--- config.mk ---
export PLATFORM = sky130hd
export DESIGN_NAME = mkio_rt_dispatch
export DESIGN_NICKNAME = d
export VERILOG_FILES = /design/src/rtl/mkio_rt_dispatch.sv
export SDC_FILE = /design/constraint.sdc
export NUM_CORES = 1
export LEC_CHECK = 0
export CORE_MARGIN = 2
export CORE_UTILIZATION = 45
export DETAILED_ROUTE_END_ITERATION = 7
export HOLD_SLACK_MARGIN = 0.03
export PLACE_DENSITY_LB_ADDON = 0.1
export SYNTH_ARGS = -nofsm -noshare
export SYNTH_HDL_FRONTEND = slang
export SYNTH_HIERARCHICAL = 1
export SYNTH_SLANG_ARGS = --single-unit
--- constraint.sdc ---
create_clock -name clk -period 4.53 [get_ports clk]
set_input_delay 0.906 -clock clk [delete_from_list [all_inputs] [get_ports clk]]
set_output_delay 0.906 -clock clk [all_outputs]
set_load 0.05 [all_outputs]
--- src/rtl/mkio_rt_dispatch.sv ---
// ---------------------------------------------------------------------------
// mkio_rt_dispatch
//   Remote-terminal command dispatcher. Decodes command words from the shared
//   decoder, starts one of four subaddress devices (sa 1..4), forwards the
//   selected device's response words to the shared encoder, and aborts a
//   device that stays busy too long.
//
//   Parameters
//     RT_ADDR  own remote-terminal address
//     TIMEOUT  maximum number of clk cycles spent in ACTIVE
//
//   Ports
//     clk, reset        clock, asynchronous active-high reset
//     rx_done/rx_data/rx_cd/p_error   decoded word strobe, word, type, parity
//     dev_start         one-hot start pulse, bit k = subaddress k+1
//     dev_busy          per-device busy
//     dev_tx_data/dev_tx_cd/dev_tx_ready   per-device response word request
//     tx_data/tx_cd/tx_ready           response word to the encoder
//     active_sa         subaddress being served, 0 when idle
//     err_timeout       one-cycle pulse when a transaction is aborted
//     ign_cnt           saturating count of rejected command words
//
//   Build option
//     MKIO_BROADCAST_EN  when defined, address 31 is accepted as broadcast:
//                        the device is started but no response is sent.
// ---------------------------------------------------------------------------

// Per-device slice: gates one device's request, word and busy by the
// current selection so the top level can simply OR the lanes together.
module mkio_rt_lane #(
    parameter logic [1:0] LANE = 2'd0
) (
    input  logic [1:0]  sel,
    input  logic        tx_req,
    input  logic        busy,
    input  logic [15:0] word,
    input  logic        cd,
    output logic        req_g,
    output logic        busy_g,
    output logic [15:0] word_g,
    output logic        cd_g
);
    logic hit;

    assign hit    = (sel == LANE);
    // Non-selected devices are masked here, so their requests never reach
    // the encoder path.
    assign req_g  = hit & tx_req;
    assign busy_g = hit & busy;
    assign word_g = hit ? word : 16'h0000;
    assign cd_g   = hit & cd;
endmodule

module mkio_rt_dispatch #(
    parameter logic [4:0]  RT_ADDR = 5'd1,
    parameter logic [15:0] TIMEOUT = 16'd1000
) (
    input  logic        clk,
    input  logic        reset,
    input  logic        rx_done,
    input  logic [15:0] rx_data,
    input  logic        rx_cd,
    input  logic        p_error,
    output logic [3:0]  dev_start,
    input  logic [3:0]  dev_busy,
    input  logic [63:0] dev_tx_data,
    input  logic [3:0]  dev_tx_cd,
    input  logic [3:0]  dev_tx_ready,
    output logic [15:0] tx_data,
    output logic        tx_cd,
    output logic        tx_ready,
    output logic [4:0]  active_sa,
    output logic        err_timeout,
    output logic [7:0]  ign_cnt
);
    localparam int NUM_DEV = 4;

    typedef enum logic [1:0] {
        ST_IDLE,
        ST_DISPATCH,
        ST_ACTIVE,
        ST_TIMEOUT
    } state_t;

    state_t      state;
    logic [1:0]  sel;
    logic [15:0] timer;
    logic        bcast_q;

    // ---------------- command decode ----------------
    logic [4:0] cmd_addr;
    logic [4:0] cmd_sa;
    logic [4:0] sa_m1;
    logic       cmd_valid;
    logic       cmd_bcast;
    logic       addr_ok;
    logic       sa_ok;
    logic       cmd_accept;
    logic       cmd_reject;
    logic [3:0] start_onehot;
    logic       unused_fields;

    assign cmd_addr = rx_data[15:11];
    assign cmd_sa   = rx_data[9:5];
    // T/R and word count are the device's business, not the dispatcher's.
    assign unused_fields = ^{rx_data[10], rx_data[4:0]};

    assign cmd_valid = rx_done & rx_cd;

`ifdef MKIO_BROADCAST_EN
    assign cmd_bcast = (cmd_addr == 5'd31);
`else
    assign cmd_bcast = 1'b0;
`endif

    assign addr_ok    = (cmd_addr == RT_ADDR) | cmd_bcast;
    assign sa_ok      = (cmd_sa >= 5'd1) & (cmd_sa <= 5'd4);
    assign cmd_accept = cmd_valid & addr_ok & sa_ok & ~p_error;
    assign cmd_reject = cmd_valid & ~cmd_accept;

    assign sa_m1        = cmd_sa - 5'd1;
    assign start_onehot = 4'b0001 << sa_m1[1:0];

    // ---------------- per-device lanes ----------------
    logic [NUM_DEV-1:0][15:0] dev_word;
    logic [NUM_DEV-1:0][15:0] lane_word;
    logic [NUM_DEV-1:0]       lane_req;
    logic [NUM_DEV-1:0]       lane_busy;
    logic [NUM_DEV-1:0]       lane_cd;

    assign dev_word = dev_tx_data;

    for (genvar k = 0; k < NUM_DEV; k++) begin : g_lane
        mkio_rt_lane #(.LANE(2'(k))) u_lane (
            .sel    (sel),
            .tx_req (dev_tx_ready[k]),
            .busy   (dev_busy[k]),
            .word   (dev_word[k]),
            .cd     (dev_tx_cd[k]),
            .req_g  (lane_req[k]),
            .busy_g (lane_busy[k]),
            .word_g (lane_word[k]),
            .cd_g   (lane_cd[k])
        );
    end

    logic        sel_req;
    logic        sel_busy;
    logic        sel_cd;
    logic [15:0] sel_word;

    assign sel_req  = |lane_req;
    assign sel_busy = |lane_busy;
    assign sel_cd   = |lane_cd;

    always_comb begin
        sel_word = 16'h0000;
        for (int k = 0; k < NUM_DEV; k++) begin
            sel_word = sel_word | lane_word[k];
        end
    end

    // ---------------- dispatcher FSM ----------------
    // All outputs are registered; the single-cycle pulses default low each
    // cycle and are raised on the transition that enters the state that
    // owns them, so dev_start is high exactly during DISPATCH and
    // err_timeout exactly during TIMEOUT.
    always_ff @(posedge clk or posedge reset) begin
        if (reset) begin
            state       <= ST_IDLE;
            sel         <= 2'd0;
            timer       <= 16'h0000;
            bcast_q     <= 1'b0;
            dev_start   <= 4'b0000;
            tx_data     <= 16'h0000;
            tx_cd       <= 1'b0;
            tx_ready    <= 1'b0;
            active_sa   <= 5'd0;
            err_timeout <= 1'b0;
        end else begin
            dev_start   <= 4'b0000;
            tx_ready    <= 1'b0;
            err_timeout <= 1'b0;

            case (state)
                ST_IDLE: begin
                    if (cmd_accept) begin
                        sel       <= sa_m1[1:0];
                        active_sa <= cmd_sa;
                        bcast_q   <= cmd_bcast;
                        dev_start <= start_onehot;
                        state     <= ST_DISPATCH;
                    end
                end

                ST_DISPATCH: begin
                    timer <= 16'h0000;
                    state <= ST_ACTIVE;
                end

                ST_ACTIVE: begin
                    timer <= timer + 16'd1;

                    // Response capture is independent of the state decision
                    // below, so a word requested in the last ACTIVE cycle
                    // still goes out. Broadcast transactions never answer.
                    if (sel_req && !bcast_q) begin
                        tx_data  <= sel_word;
                        tx_cd    <= sel_cd;
                        tx_ready <= 1'b1;
                    end

                    if (cmd_accept) begin
                        // Preemption: a new valid command replaces the
                        // current transaction without flagging an error.
                        sel       <= sa_m1[1:0];
                        active_sa <= cmd_sa;
                        bcast_q   <= cmd_bcast;
                        dev_start <= start_onehot;
                        state     <= ST_DISPATCH;
                    end else if (!sel_busy && timer >= 16'd1) begin
                        // The two-cycle floor gives the device time to raise
                        // busy after its start pulse.
                        active_sa <= 5'd0;
                        state     <= ST_IDLE;
                    end else if (timer == TIMEOUT - 16'd1) begin
                        active_sa   <= 5'd0;
                        err_timeout <= 1'b1;
                        state       <= ST_TIMEOUT;
                    end
                end

                ST_TIMEOUT: begin
                    // Device requests arriving here are not captured.
                    state <= ST_IDLE;
                end

                default: begin
                    state <= ST_IDLE;
                end
            endcase
        end
    end

    // ---------------- rejected-command counter ----------------
    always_ff @(posedge clk or posedge reset) begin
        if (reset) begin
            ign_cnt <= 8'd0;
        end else if (cmd_reject && ign_cnt != 8'hFF) begin
            ign_cnt <= ign_cnt + 8'd1;
        end
    end

endmodule
After elaboration in Yosys (flattened, before gate mapping)

Index checks and enable logic that the tools add are counted.

Mux-type cells: 23
Reductions and logical operators: 15
Shift operators: 1
Equal/unequal tests: 11
$lt $le $gt $ge: 3
$add $sub $neg: 3
Bitwise operators: 23

Operators by type and width:

| kind                    | number |
|---|---|
| $mux W16                | 4 |
| $or A16 B16 Y16         | 3 |
| $pmux W16 S2            | 1 |
| $mux W5                 | 4 |
| $and A1 B1 Y1           | 18 |
| $add A16 B1 Y16 const B | 1 |
| $eq A16 B10 Y1 const B  | 1 |
| $ge A16 B1 Y1 const B   | 1 |
| $reduce_or A4 Y1        | 3 |
| $pmux W5 S2             | 1 |
| $add A8 B1 Y8 const B   | 1 |
| $eq A2 B2 Y1 const B    | 4 |
| $mux W2                 | 4 |
| $mux W4                 | 2 |
| $ne A8 B8 Y1 const B    | 1 |
| $pmux W2 S4             | 1 |
| $mux W1                 | 6 |
| $reduce_and A2 Y1       | 3 |
| $eq A5 B1 Y1 const B    | 1 |
| $ge A5 B1 Y1 const B    | 1 |
| $le A5 B3 Y1 const B    | 1 |
| $eq A2 B1 Y1 const B    | 2 |
| $logic_not A2 Y1        | 2 |
| $ne A4 B4 Y1 const B    | 1 |
| other kinds (9)         | 12 |

Logic and storage cells: 89
Flip-flop bits (word level): 56
Output and inout port bits: 36
Input port bits: 97

Logic depth before layout (Yosys ltp)

Depth in word-level cells: 8
Mapped depth: 8
Mapped depth without buffers: 7

By module

The synthesis kept the hierarchy.

By module, submodules not included:

| module                               | area an instance (µm²) | cells each | instances | seq. area each (µm²) |
|---|---|---|---|---|
| mkio_rt_dispatch                     | 2,697.6                | 260        | 1         | 1,401.3 |
| mkio_rt_lane at g_lane[1].u_lane ... | 200.2                  | 21         | 2         | 0.0 |
| mkio_rt_lane at g_lane[0].u_lane     | 246.5                  | 23         | 1         | 0.0 |
| mkio_rt_lane at g_lane[3].u_lane     | 148.9                  | 21         | 1         | 0.0 |

Worst setup path after synthesis

OpenSTA, ideal clock, no wires.

Path type: input -> register
Start: input rx_data[6]
End: register ign_cnt[1]
Path buffers: 1
Cell stages on the path: 6
Data arrival time: 2.340 ns
Required time: 4.405 ns
Setup time: 0.125 ns
Setup slack: 2.065 ns
Path through: inv_1 ha_1 o41ai_2 o2111a_1 buf_2 mux2_2

Longest elaborated chain between the ends: 7
Elaborated cells on any way between the ends: 8
Classes of those cells: order compare: 2; bitwise: 5; reduce/logical: 1

Ends and longest elaborated chain:

| what                                         | line | text |
|---|---|---|
| from (decl)                                  | 61   | `input logic [15:0] rx_data,` |
| $ge A5 B1 Y1 or $le A5 B3 Y1 (tied branches) | 117  | `assign sa_ok = (cmd_sa >= 5'd1) & (cmd_sa <= 5'd4);` |
| $and A1 B1 Y1 *                              | 117  |  |
| $and A1 B1 Y1 * (2 in series)                | 118  | `assign cmd_accept = cmd_valid & addr_ok & sa_ok & ~p_error;` |
| $not A1 Y1 *                                 | 119  | `assign cmd_reject = cmd_valid & ~cmd_accept;` |
| $and A1 B1 Y1 *                              | 119  |  |
| $logic_and A1 B1 Y1 *                        | 249  | `end else if (cmd_reject && ign_cnt != 8'hFF) begin` |
| to (signal assigned)                         | 250  | `ign_cnt <= ign_cnt + 8'd1;` |
| to (decl)                                    | 74   | `output logic [7:0] ign_cnt` |

Every way passes the cells marked *; elsewhere a longest branch is shown, timed or not.
A chain may end at the register's enable or synchronous reset.

Worst setup path in the final report

Start: input rx_data[6]
End: register ign_cnt[4]

The elaborated chain is that of the path after synthesis.

==> results.ini <==
[status]
status=finished clean

[placed_design]
place.port_buffers=126
gp_congestion=0.7699
preCtsSetupSlack_ps=1238
dp_hpwl_mm=6.201
placed_cell_area_um2=4762

[logic_synthesis]
syn_inst=346
syn_avg_cell_area_um2=10.10
ys.flop_type=dfrtp_1
synth_edf_count=0
netlist.area_leader.share_pct=40.11
seq_area_frac_synth_pct=40.11
syn_area_um2=3493
yosysWarnings=6
yosysUniqueCellTypes=49
synthTopCellsByArea=dfrtp_1 (40%), and3b_2 (5.2%), and3b_1 (5.0%)
async_reset_ff_share_pct=100.0
synth.ff_latch_count=56
postSynthNetCount=453
yosysTopAreaCell=dfrtp_1

[sta]
period_share_pct=66.06
slew_violations=0
whs_ps=483.7
max_clock_freq_ghz=0.3342
tns_ps=0
hold_viol=0
finalCriticalPeriod_ps=2992
slew_headroom_pct=60.55
final-setup-viol-count=0
worst_slack_ps=1538
rsz0062_at_grt=false
fin_skew_ps=6.015
tightest_slew_ps=590.9

[clock_network]
clock_latency_ps=310
cts.sinks=56
ctsResizeCount=0
postCtsSetupBuffers=0
holdBufCountCts=0
cts_buffers=5
cts-root-buf=clkbuf_8
cts-htree-levels=2
clk_pin_slew_ps=90
tritoncts=yes
cts_buffer_depth=2

[floorplanning]
die_height_um=92.11
start_util_pct=45.92
rows=32
io-pin-count=133
core_area_um2=7607
dieArea_um2=8483
die_w_um=92.11

[power]
p_switching_uw=830.6
p_leak_nw=2.160
power_mw=1.914
vdd_drop_max_uv=156.7
clkPwrFrac_pct=14.6
cellInternalPower_mw=1.083
power_frac_seq_pct=35.7
combPwrFrac_pct=49.7
power.density_nw_per_um2=394.4
swShare_pct=43.40

[global_routing]
gr-total-overflow=0
grt_max_degree=47
grt_antenna_before_repair=0
grt_pass1_vias=2965
grt_usage_pct=20.60
grt_first_pass_wirelength_mm=14.13

[worst_setup_path]
critPathSlowestCell=clkdlybuf4s50_1
crit_type=input pin to flop
cp_cell_sequence=clkdlybuf4s50_1, inv_1, ha_1, o41ai_2, o2111a_1, and4_1, xor2_1
crit_arrival_ps=3220
critPathTopFamily=compound AO/OA/AOI/OAI gates
r2r_cells=6
reg2reg_slack_ps=1760
cp_max_fo=8
critPathBufInv=2
cp-end-kind=flop
required_ps=4760
r2r_end=active_sa[0]$_DFFE_PP0P_
slowest_delay_ps=570
worst_setup_path_start_kind=input pin
regToRegStartpoint=sel[0]$_DFFE_PP0P_

[drt]
drc_errors=0
ant_nets=0
wl_mm=8.390
first_pass_iters=4
vias_per_cell=5.271
wl_per_cell_um=14.77
drt_iter0_drc=81
num_vias=2994

[finish]
synthToLayoutAreaGrowth_pct=38.90
postLayoutCellArea_um2=4852
n_antenna_cell=0
final_layout_size_suffix_gt1_share_pct=14.38
layout.nets=572

[job]
drv_cap=0

[hold_path]
worstHoldPathCells=2
min_to=tx_data[11]$_DFFE_PP0P_
hold_start=tx_data[11]$_DFFE_PP0P_
hold_path_class=flop to flop

power groups by stage:
stage / combinational [mW] / sequential (mW) / clock [mW]
2_1_floorplan: 0.276 / 1.03 / 0
3_3_place_gp: 0.947 / 0.690 / 0
3_5_place_dp: 0.958 / 0.696 / 0
4_1_cts: 0.961 / 0.686 / 0.291
5_1_grt: 1.02 / 0.703 / 0.308
6_report: 0.951 / 0.683 / 0.280
kinds of logic (layout without fill, tap and decap cells):
| logic type | after synthesis | count (layout) | share of synthesized area, % |
|---|---|---|---|
| xor+xnor | 16 | 16 | 4.011 |
| compound gates | 44 | 44 | 8.310 |
| fa+ha+maj | 10 | 10 | 3.582 |
| simple gates | 186 | 186 | 37.14 |
| buf+inv | 32 | 152 | 6.196 |
| flops | 56 | 56 | 40.11 |
| mux | 2 | 2 | 0.6447 |
stage by stage:
stage | instances | utilization [%]
2_1_floorplan | 346 | -
3_3_place_gp | 560 | 62.60
3_5_place_dp | 560 | 62.60
4_1_cts | 568 | 63.78
5_1_grt | 568 | 63.78
6_report | 568 | 63.78
cells in the mapped netlist (11+ instances only):
library cell,instances
dfrtp_1,56
o21ai_0,26
nand2_1,25
and3b_1,20
nor4_1,19
and3b_2,18
nor2_1,18
inv_1,14
and3_1,11
nand3_1,11
xnor2_1,11
layout by cell type, fill, tap and decap left out, types with 5 or more instances in the layout:
cell / n
and2_1: 8
and3_1: 11
and3_2: 10
and3b_1: 20
and3b_2: 18
clkbuf_8: 6
clkdlybuf4s50_1: 126
dfrtp_1: 54
ha_1: 10
inv_1: 13
nand2_1: 25
nand3_1: 11
nor2_1: 18
nor3b_1: 10
nor3b_2: 10
nor4_1: 19
o21ai_0: 26
xnor2_1: 11
xor2_1: 5
worst reg2reg max path: stages, from the launching register on:
cell      delay [ps]
dfrtp_2          680
buf_4            470
nor3b_1          130
or4_1            540
a31oi_1          390
o311ai_2         220
a22o_1           220
worst max path at each step:
| stage | slack [ps] | start | cells after the start | endpoint |
|---|---|---|---|---|
| 2_1_floorplan | 2070 | rx_data[6] | 6 | ign_cnt[1]$_DFFE_PP0P_ |
| 3_3_place_gp | 1230 | rx_data[6] | 6 | ign_cnt[1]$_DFFE_PP0P_ |
| 3_5_place_dp | 1240 | rx_data[6] | 6 | ign_cnt[1]$_DFFE_PP0P_ |
| 4_1_cts | 1540 | rx_data[6] | 7 | ign_cnt[4]$_DFFE_PP0P_ |
| 5_1_grt | 1380 | rx_data[6] | 7 | ign_cnt[4]$_DFFE_PP0P_ |
| 6_report | 1540 | rx_data[6] | 7 | ign_cnt[4]$_DFFE_PP0P_ |
cell type report:
type | instances | area, µm²
timing repair buffer | 130 | 1291
fill | 644 | 2755
multi-input combinational | 258 | 1887
tap | 102 | 127.6
clock buffer | 8 | 90.09
sequential | 56 | 1404
inverter | 14 | 52.55
sequential cells by signal, summed over array words and instances, names as in the netlist:
signal / cells
timer: 16
tx_data: 16
ign_cnt: 8
active_sa: 5
dev_start: 4
sel: 2
state: 2
err_timeout: 1
tx_cd: 1
tx_ready: 1
layer usage:
layer / track usage (%) / share of wire, % / up-vias
met5: 0 / 0 / -
met4: 5.846 / 1.4 / 0
met3: 4.519 / 5.8 / 10
met2: 33.33 / 45 / 81
met1: 27.92 / 48 / 1410
li1: - / - / 1493
No activity file was read; power rests on OpenSTA's default activity.
